$ cat config.mk
export PLATFORM = sky130hd
export DESIGN_NAME = scad_unit_flat
export DESIGN_NICKNAME = d
export VERILOG_FILES = /design/src/rtl/scad_unit_if.sv /design/src/rtl/scad_unit.sv /design/src/flat_wrapper.sv
export SDC_FILE = /design/constraint.sdc
export NUM_CORES = 1
export LEC_CHECK = 0
export BUFFER_PORTS_ARGS = -buffer_cell sky130_fd_sc_hd__buf_2
export CAP_MARGIN = 5
export CORE_ASPECT_RATIO = 0.75
export CORE_MARGIN = 3
export CORE_UTILIZATION = 43
export CTS_CLUSTER_SIZE = 10
export DETAILED_ROUTE_END_ITERATION = 16
export HOLD_SLACK_MARGIN = 0.02
export PLACE_DENSITY = 0.7
export SLEW_MARGIN = 20
export SYNTH_ARGS = -nofsm -noshare
export SYNTH_HDL_FRONTEND = slang
export SYNTH_SLANG_ARGS = --single-unit
$ cat constraint.sdc
create_clock -name clk -period 4.5 [get_ports clk]
set_clock_uncertainty 0.1 [all_clocks]
set_input_delay 0.225 -clock clk [delete_from_list [all_inputs] [get_ports clk]]
set_output_delay 0.225 -clock clk [all_outputs]
set_load 0.02 [all_outputs]
$ cat src/rtl/scad_unit_if.sv
// SCAD unit bus: AR/CRAM inputs, load and loop controls, SCAD/FE/SC results.
// master drives controls and reads results; slave is the SCAD unit side.
// Define SCAD_DIAG_EN to add diag_sel/diag_read inputs and the ebus output.
interface scad_unit_if #(
    parameter int W = 10
);
    logic [0:35]  ar;
    logic [0:8]   magic;
    logic [2:0]   scad_op;
    logic [1:0]   scada_sel;
    logic [1:0]   scadb_sel;
    logic         fe_load;
    logic         sc_load;
    logic         loop_start;
    logic         loop_abort;
    logic [W-1:0] scad;
    logic [W-1:0] fe;
    logic [W-1:0] sc;
    logic         scad_sign;
    logic         sc_ge;
    logic         loop_busy;
    logic         loop_done;
    logic [W-1:0] loop_count;
`ifdef SCAD_DIAG_EN
    logic [4:6]   diag_sel;
    logic         diag_read;
    logic [0:35]  ebus;

    modport master (
        output ar, magic, scad_op, scada_sel, scadb_sel,
        output fe_load, sc_load, loop_start, loop_abort,
        output diag_sel, diag_read,
        input  scad, fe, sc, scad_sign, sc_ge,
        input  loop_busy, loop_done, loop_count, ebus
    );
    modport slave (
        input  ar, magic, scad_op, scada_sel, scadb_sel,
        input  fe_load, sc_load, loop_start, loop_abort,
        input  diag_sel, diag_read,
        output scad, fe, sc, scad_sign, sc_ge,
        output loop_busy, loop_done, loop_count, ebus
    );
`else
    modport master (
        output ar, magic, scad_op, scada_sel, scadb_sel,
        output fe_load, sc_load, loop_start, loop_abort,
        input  scad, fe, sc, scad_sign, sc_ge,
        input  loop_busy, loop_done, loop_count
    );
    modport slave (
        input  ar, magic, scad_op, scada_sel, scadb_sel,
        input  fe_load, sc_load, loop_start, loop_abort,
        output scad, fe, sc, scad_sign, sc_ge,
        output loop_busy, loop_done, loop_count
    );
`endif
endinterface

$ cat src/rtl/scad_unit.sv
// KL10 shift-count adder with FE/SC registers and SC count-down loop.
// Ports: clk, rst_n (async low), bus (scad_unit_if.slave); SCAD_DIAG_EN adds ebus.
module scad_unit #(
    parameter int W         = 10,
    parameter int GE_THRESH = 36,
    parameter int LOOP_MAX  = 1023
) (
    input  logic         clk,
    input  logic         rst_n,
    scad_unit_if.slave   bus
);
    typedef enum logic [1:0] {IDLE, RUN, DONE} state_t;

    localparam logic signed [W-1:0] GE_T = W'(GE_THRESH);
    localparam logic [W-1:0]        LMAX = W'(LOOP_MAX);
    localparam logic [W-1:0]        ONE  = W'(1);

    state_t       state;
    logic [W-1:0] a, b, scad;
    logic [W-1:0] fe, sc, cnt;
    logic [W-1:0] sc_dec, cnt_inc;
    logic         sc_ge, busy, done;
    logic         pend, start_req;
    logic         unused_ar;

    assign unused_ar = ^bus.ar[12:35];

    always_comb begin
        a = '0;
        unique case (bus.scada_sel)
            2'd0: a = fe;
            2'd1: a = W'(bus.ar[0:5]);
            // EXP field: ones-complement of the exponent when AR is negative
            2'd2: a = W'(bus.ar[1:8] ^ {8{bus.ar[0]}});
            2'd3: a = W'($signed(bus.magic));
        endcase
    end

    always_comb begin
        b = '0;
        unique case (bus.scadb_sel)
            2'd0: b = sc;
            2'd1: b = W'(bus.ar[6:11]);
            2'd2: b = W'(bus.ar[0:8]);
            2'd3: b = W'($signed(bus.magic));
        endcase
    end

    always_comb begin
        scad = '0;
        unique case (bus.scad_op)
            3'd0: scad = a;
            3'd1: scad = a + ~b;
            3'd2: scad = a + b;
            3'd3: scad = a - ONE;
            3'd4: scad = a + ONE;
            3'd5: scad = a - b;
            3'd6: scad = a | b;
            3'd7: scad = a & b;
        endcase
    end

    assign sc_dec    = sc - ONE;
    assign cnt_inc   = cnt + ONE;
    // a start that collided with sc_load is replayed the next cycle
    assign start_req = bus.loop_start | pend;

    always_ff @(posedge clk or negedge rst_n) begin
        if (!rst_n) begin
            state <= IDLE;
            fe    <= '0;
            sc    <= '0;
            cnt   <= '0;
            sc_ge <= 1'b0;
            busy  <= 1'b0;
            done  <= 1'b0;
            pend  <= 1'b0;
        end else begin
            done  <= 1'b0;
            sc_ge <= ($signed(sc) >= GE_T);
            if (bus.fe_load) fe <= scad;
            unique case (state)
                IDLE: begin
                    if (bus.sc_load) begin
                        sc   <= scad;
                        pend <= start_req;
                    end else begin
                        pend <= 1'b0;
                        if (start_req) begin
                            cnt <= '0;
                            if (sc[W-1]) begin
                                state <= DONE;
                            end else begin
                                state <= RUN;
                                busy  <= 1'b1;
                            end
                        end
                    end
                end
                RUN: begin
                    if (bus.loop_abort) begin
                        state <= DONE;
                        busy  <= 1'b0;
                    end else begin
                        sc  <= sc_dec;
                        cnt <= cnt_inc;
                        if (sc_dec[W-1] || cnt_inc == LMAX) begin
                            state <= DONE;
                            busy  <= 1'b0;
                        end
                    end
                end
                DONE: begin
                    done  <= 1'b1;
                    pend  <= 1'b0;
                    state <= IDLE;
                    if (bus.sc_load) sc <= scad;
                end
                default: state <= IDLE;
            endcase
        end
    end

    assign bus.scad       = scad;
    assign bus.fe         = fe;
    assign bus.sc         = sc;
    assign bus.scad_sign  = scad[W-1];
    assign bus.sc_ge      = sc_ge;
    assign bus.loop_busy  = busy;
    assign bus.loop_done  = done;
    assign bus.loop_count = cnt;

`ifdef SCAD_DIAG_EN
    always_comb begin
        bus.ebus = '0;
        if (bus.diag_read) begin
            unique case (bus.diag_sel)
                3'd0:    bus.ebus = 36'({fe, sc});
                3'd1:    bus.ebus = 36'(scad);
                3'd2:    bus.ebus = 36'({cnt, busy, sc_ge});
                default: bus.ebus = '0;
            endcase
        end
    end
`endif
endmodule

$ cat src/flat_wrapper.sv
// flat-port wrapper written by rule: the top's interface ports become plain ports
module scad_unit_flat 
#(
    parameter int W         = 10,
    parameter int GE_THRESH = 36,
    parameter int LOOP_MAX  = 1023
)
  (clk, rst_n, bus_ar, bus_magic, bus_scad_op, bus_scada_sel, bus_scadb_sel, bus_fe_load, bus_sc_load, bus_loop_start, bus_loop_abort, bus_scad, bus_fe, bus_sc, bus_scad_sign, bus_sc_ge, bus_loop_busy, bus_loop_done, bus_loop_count);
  scad_unit_if #(.W(W)) bus_i ();
  input  logic clk;
  input  logic rst_n;
  input wire logic [$bits(bus_i.ar)-1:0] bus_ar;
  input wire logic [$bits(bus_i.magic)-1:0] bus_magic;
  input wire logic [$bits(bus_i.scad_op)-1:0] bus_scad_op;
  input wire logic [$bits(bus_i.scada_sel)-1:0] bus_scada_sel;
  input wire logic [$bits(bus_i.scadb_sel)-1:0] bus_scadb_sel;
  input wire logic [$bits(bus_i.fe_load)-1:0] bus_fe_load;
  input wire logic [$bits(bus_i.sc_load)-1:0] bus_sc_load;
  input wire logic [$bits(bus_i.loop_start)-1:0] bus_loop_start;
  input wire logic [$bits(bus_i.loop_abort)-1:0] bus_loop_abort;
  output wire logic [$bits(bus_i.scad)-1:0] bus_scad;
  output wire logic [$bits(bus_i.fe)-1:0] bus_fe;
  output wire logic [$bits(bus_i.sc)-1:0] bus_sc;
  output wire logic [$bits(bus_i.scad_sign)-1:0] bus_scad_sign;
  output wire logic [$bits(bus_i.sc_ge)-1:0] bus_sc_ge;
  output wire logic [$bits(bus_i.loop_busy)-1:0] bus_loop_busy;
  output wire logic [$bits(bus_i.loop_done)-1:0] bus_loop_done;
  output wire logic [$bits(bus_i.loop_count)-1:0] bus_loop_count;
  assign bus_i.ar = bus_ar;
  assign bus_i.magic = bus_magic;
  assign bus_i.scad_op = bus_scad_op;
  assign bus_i.scada_sel = bus_scada_sel;
  assign bus_i.scadb_sel = bus_scadb_sel;
  assign bus_i.fe_load = bus_fe_load;
  assign bus_i.sc_load = bus_sc_load;
  assign bus_i.loop_start = bus_loop_start;
  assign bus_i.loop_abort = bus_loop_abort;
  assign bus_scad = bus_i.scad;
  assign bus_fe = bus_i.fe;
  assign bus_sc = bus_i.sc;
  assign bus_scad_sign = bus_i.scad_sign;
  assign bus_sc_ge = bus_i.sc_ge;
  assign bus_loop_busy = bus_i.loop_busy;
  assign bus_loop_done = bus_i.loop_done;
  assign bus_loop_count = bus_i.loop_count;
  scad_unit #(.W(W), .GE_THRESH(GE_THRESH), .LOOP_MAX(LOOP_MAX)) u_core (.clk(clk), .rst_n(rst_n), .bus(bus_i));
endmodule
* Word-level counts from Yosys, hierarchy flattened
Cells that the tools add are included.
** Storage, ports and cells
- Input port bits :: 58
- Logic and storage cells :: 81
- Register bits :: 36
- Output and inout port bits :: 44
** Cells by class
- Bitwise operators :: 5
- Mux-type cells :: 25
- Add/subtract/negate cells :: 7
- Order comparisons :: 1
- Equality and inequality tests :: 22
- Reduce and logical (&&, ||, !) cells :: 13
** Operators by type and width (number)
- one-hot mux 10 bit (4 select lines) :: 2
- one-hot mux 10 bit (8 select lines) :: 1
- 2-to-1 mux 10 bit :: 5
- one-hot mux 10 bit (2 select lines) :: 2
- adder 10 x 1 -> 10 bit (second input constant) :: 2
- adder 10 bit :: 2
- subtractor 10 x 1 -> 10 bit (second input constant) :: 2
- == test 3 bit (second input constant) :: 4
- bitwise AND 10 bit :: 1
- == test 10 bit (second input constant) :: 1
- == test 2 bit (second input constant) :: 5
- >= comparator 10 x 7 -> 1 bit (second input constant) :: 1
- 2-to-1 mux 2 bit :: 5
- NOT 10 bit :: 1
- bitwise OR 10 bit :: 1
- subtractor 10 bit :: 1
- bitwise XOR 8 bit :: 1
- 2-to-1 mux 1 bit :: 7
- == test 2 x 1 -> 1 bit (second input constant) :: 3
- == test 3 x 2 -> 1 bit (second input constant) :: 2
- zero test 2 bit :: 3
- inequality test 2 bit (second input constant) :: 3
- AND reduction 3 bit :: 2
- nonzero test 2 bit :: 3
- other kinds (11) :: 13

* Longest topological paths before layout
- Word-level depth :: 7
- Gate-level depth with buffers :: 18
- Gate-level depth less buffers :: 17

* Least setup slack after synthesis
OpenSTA, ideal clock, no wires.
- Path type :: reg-to-output
- From :: register u_core.sc[0] (netlist: u_core.bus.sc[0])
- To :: output bus_scad[9]
- Cell stages (with the launch flop) :: 18
- Data required time :: 4.175 ns
- Path buffers :: 2
- Data arrival time :: 4.290 ns
- Slack :: -0.115 ns
- Cells stage by stage :: dfrtp_1 mux4_1 buf_2 ha_1 a21boi_0 o22ai_1 a31oi_1 inv_1 ha_1 nor2b_1 o21ai_0 a21oi_1 o2111a_1 or2_2 a311oi_1 nor2_1 nor3_1 buf_4
** On the way
- Word-level cells in the longest chain between the ends :: 4
- Elaborated cells on any way between the ends :: 6
- Those cells by class :: add/sub: 3; mux: 2; bitwise: 1
** Ends and longest elaborated chain
- from (decl) :: RTL line scad_unit.sv:20 : logic [W-1:0] fe, sc, cnt;
- from (signal assigned) :: RTL line scad_unit.sv:72 : sc <= '0;
- from (signal assigned) :: RTL line scad_unit.sv:85 : sc <= scad;
- from (signal assigned) :: RTL line scad_unit.sv:105 : sc <= sc_dec;
- one-hot mux 10 bit (4 select lines) * :: RTL line scad_unit.sv:41 : unique case (bus.scadb_sel)
- NOT 10 bit :: RTL line scad_unit.sv:53 : 3'd1: scad = a + ~b;
- adder 10 bit :: RTL line scad_unit.sv:53
- one-hot mux 10 bit (8 select lines) * :: RTL line scad_unit.sv:51 : unique case (bus.scad_op)
- to (decl) :: RTL line flat_wrapper.sv:21 : output wire logic [$bits(bus_i.scad)-1:0] bus_scad;
Every way passes the cells marked *; elsewhere a longest branch is shown, timed or not.

* Final worst setup path
- From :: register u_core.sc[0] (netlist: u_core.bus.sc[0])
- To :: output bus_scad_sign
** On the way
- Word-level cells in the longest chain between the ends :: 4
- Elaborated cells on any way between the ends :: 6
- Those cells by class :: add/sub: 3; mux: 2; bitwise: 1
** Ends and longest elaborated chain
- one-hot mux 10 bit (4 select lines) * :: RTL line scad_unit.sv:41
- NOT 10 bit :: RTL line scad_unit.sv:53
- adder 10 bit :: RTL line scad_unit.sv:53
- one-hot mux 10 bit (8 select lines) * :: RTL line scad_unit.sv:51
- to (decl) :: RTL line flat_wrapper.sv:24 : output wire logic [$bits(bus_i.scad_sign)-1:0] bus_scad_sign;
Marked as above.

==> qor.txt <==
commonest non-fill, non-tap cell in the layout: buf_2
Routed WL per cell: 19.17 um
Setup-failing EPs final: 0
crit-path max FO: 5
synth-to-layout area growth: 26.10%
Power Dens Cells: 511.1 nW/um2
Clk Latency, worst-skew pair: 0.28 ns
Crit path max-delay family: compound AO/OA/AOI/OAI gates
Die Height: 87.95 um
Final period util: 97.90%
synthesized instance count: 489
Synth warnings: 0
Final Hold Fails: 0
CTS clk-pin slew, worst paths: 0.05 ns
Post-Syn Area: 3850 um2
Routability Congestion: 1.025
dpl cell area: 4388 um2
Rows: 29
crit start category: register
number of remaining DRC errors: 0
Max Cap Viol: 0
Initial Utilization: 44.77%
Tot Pwr: 2.481 mW
GR Overflow Total: 0
final net count: 650
Critical path buffers and inverters: 3
max-slew violations: 0
Crit path arrival time: 4.08 ns
min cycle time layout: 4.406 ns
Iteration-0 DRC Markers: 390
max incr delay on CP: 0.55 ns
clock buffer depth: 2
first-pass GRT wire length: 19830 um
asr flop ratio synth: 100.0%
core box area: 8600 um2
Non-Filler Instances: 683
EDFF count, synth: 0
status: completed
Slowest cell on crit path: mux4_2
Worst EP required: 4.18 ns
Clock Sinks: 36
syn avg cell area: 7.873 um2
worst path cell trace: mux4_2 > buf_6 > ha_4 > a21boi_2 > o22ai_1 > a31oi_1 > inv_1 > ha_1 > nor2b_4 > o21ai_4 > a21oi_4 > o2111a_1 > or2_4 > a311oi_2 > nor2_2 > nor3_2 > buf_4
Die X-Extent: 115.3 um
Yosys reg bits: 36
Port Buffers: 77
CTS tree: yes
Slew headroom: 45.89%
1st-pass router iterations: 7
DP Wirelength: 10040 um
full die area: 10140 um2
vias per cell: 6.217
via count: 4246
gr usage total: 25.09%
fmax: 227.0 MHz
H-tree levels: 2
largest net degree at the start of global routing: 37
dpl cells: 662
Main synth FF type: dfrtp_1
RSZ-0062 raised after global routing: yes
Yosys top cell area share: 23.40%
maximum vdd ir drop: 0.2997 mV
sequential area share after synthesis: 23.40%
Finished Cell Area: 4855 um2
vias in the first global route: 3703
kind of critical path: register to output pin
Leak Pwr: 2.077 nW
antenna violations before repair: 0
post-synth top area cell: dfrtp_1
DRT Wirelength: 13090 um
Setup crit end kind: output pin
share of cells above drive strength 1: 31.13%
Slew @ Worst Pin: 0.8117 ns
root buf cell: clkbuf_16
commonest non-fill, non-tap cells in the layout: buf_2, o21ai_0, nand2_1
Min-Delay Path Class: input port to register
synth unique cells: 58
antenna cells: 0
clock buffer count from CTS: 5
Routed Antenna Nets: 0
I/O pin count: 102
syn_nets: 564
synth top area cells: dfrtp_1, o21ai_0, mux4_2
-- metal layers --
metal / GRT usage [%] / wire [um] / share of wire [%] / up-vias
li1: - / - / - / 1962
met1: 39.41 / 5978 / 46 / 1995
met2: 35.03 / 5357 / 41 / 260
met3: 4.834 / 1528 / 12 / 29
met4: 5.864 / 230 / 1.8 / 0
met5: 0 / 0 / 0 / -
-- cells by family after synthesis --
kind of cell	after synthesis	share of synthesized area (%)
AOI/OAI and AO/OA	162	26.16
xor gates and xnor gates	21	4.777
adders and majority gates	30	9.100
buffers and inverters	53	5.525
DFF	36	23.40
muxes	22	9.912
and+or+nand+nor	165	21.12
-- power by group --
group | internal [mW] | switching, mW
Clock | 0.232 | 0.125
Sequential | 0.438 | 0.159
Combinational | 0.633 | 0.894
-- registers in the layout (all words and copies together), names as in the netlist --
name                   cells
u_core.bus.sc_ge           1
u_core.pend                1
u_core.state               2
u_core.bus.loop_count     10
u_core.bus.loop_done       1
u_core.bus.sc             10
u_core.bus.fe             10
u_core.bus.loop_busy       1
-- worst reg2reg max path: cells and delay by family, from the launching register on --
kind                       cells  cell delay, ns
xor gates and xnor gates       1            0.18
DFF                            1            0.40
muxes                          1            0.55
adders and majority gates      2            0.48
and+or+nand+nor                3            0.38
buffers and inverters          4            0.50
AOI/OAI and AO/OA              9            1.53
-- worst paths after layout --
kind	from	endpoint	slack (ns)	cells past startpoint
worst max-delay path	u_core.bus.sc[0]	bus_scad_sign	0.09	17
worst min-delay path	bus_sc_load	u_core.pend	0.12	3
worst min register to register	u_core.pend	u_core.pend	0.43	2
min in group asynchronous	rst_n	u_core.bus.loop_count[9]	0.48	2
max in group asynchronous	rst_n	u_core.bus.sc[4]	3.26	2
worst max register to register	u_core.bus.sc[0]	u_core.bus.sc[8]	0.28	20
-- synth_stat cells (all sizes together) (3+ instances only) --
cell     instances
buf              9
ha              16
nor3b            3
nand3           19
mux4            11
dfrtp           36
o21a             3
nor2            41
maj3            13
mux2            10
nand2b           8
a21o             4
nor3            15
o21ai           54
o221a            4
or3              7
a22oi            3
xor2            14
inv             22
o2bb2ai          3
o31ai            4
nor2b            6
a21oi           39
or2              4
and3             4
clkbuf          22
a31oi            7
and2             4
a22o            10
nand2           48
xnor2            7
a211oi           3
o22ai           14
-- stage by stage --
stage	hold WS [ns]	setup TNS [ns]	setup WS, ns	utilization, %
final	0.1225	0	0.09448	56.45
after global routing	0.1606	-0.2752	-0.1370	56.45
after CTS	0.1154	0	0.02459	53.25
after detailed placement	0.2625	0	0.0007110	51.03
after global placement	0.2548	0	0.1669	51.03
after floorplan	-0.1706	0	0.1011	-
-- area by class of cell --
type                    count  area [um2]
clock buffers               7       152.6
inverters                  22       82.58
well taps                 108       135.1
multi-input cells         400        2924
repair buffers            110       658.1
fillers                   767        3745
flip-flops and latches     36       902.1
-- repair_timing --
action,4_1_cts,5_1_grt
hold buffers,1,0
setup endpoints to repair,5,6
gates resized for setup,8,46
hold endpoints to repair,36,0
buffers inserted,2,11
pin swaps,1,24
No activity file was read; power rests on OpenSTA's default activity.
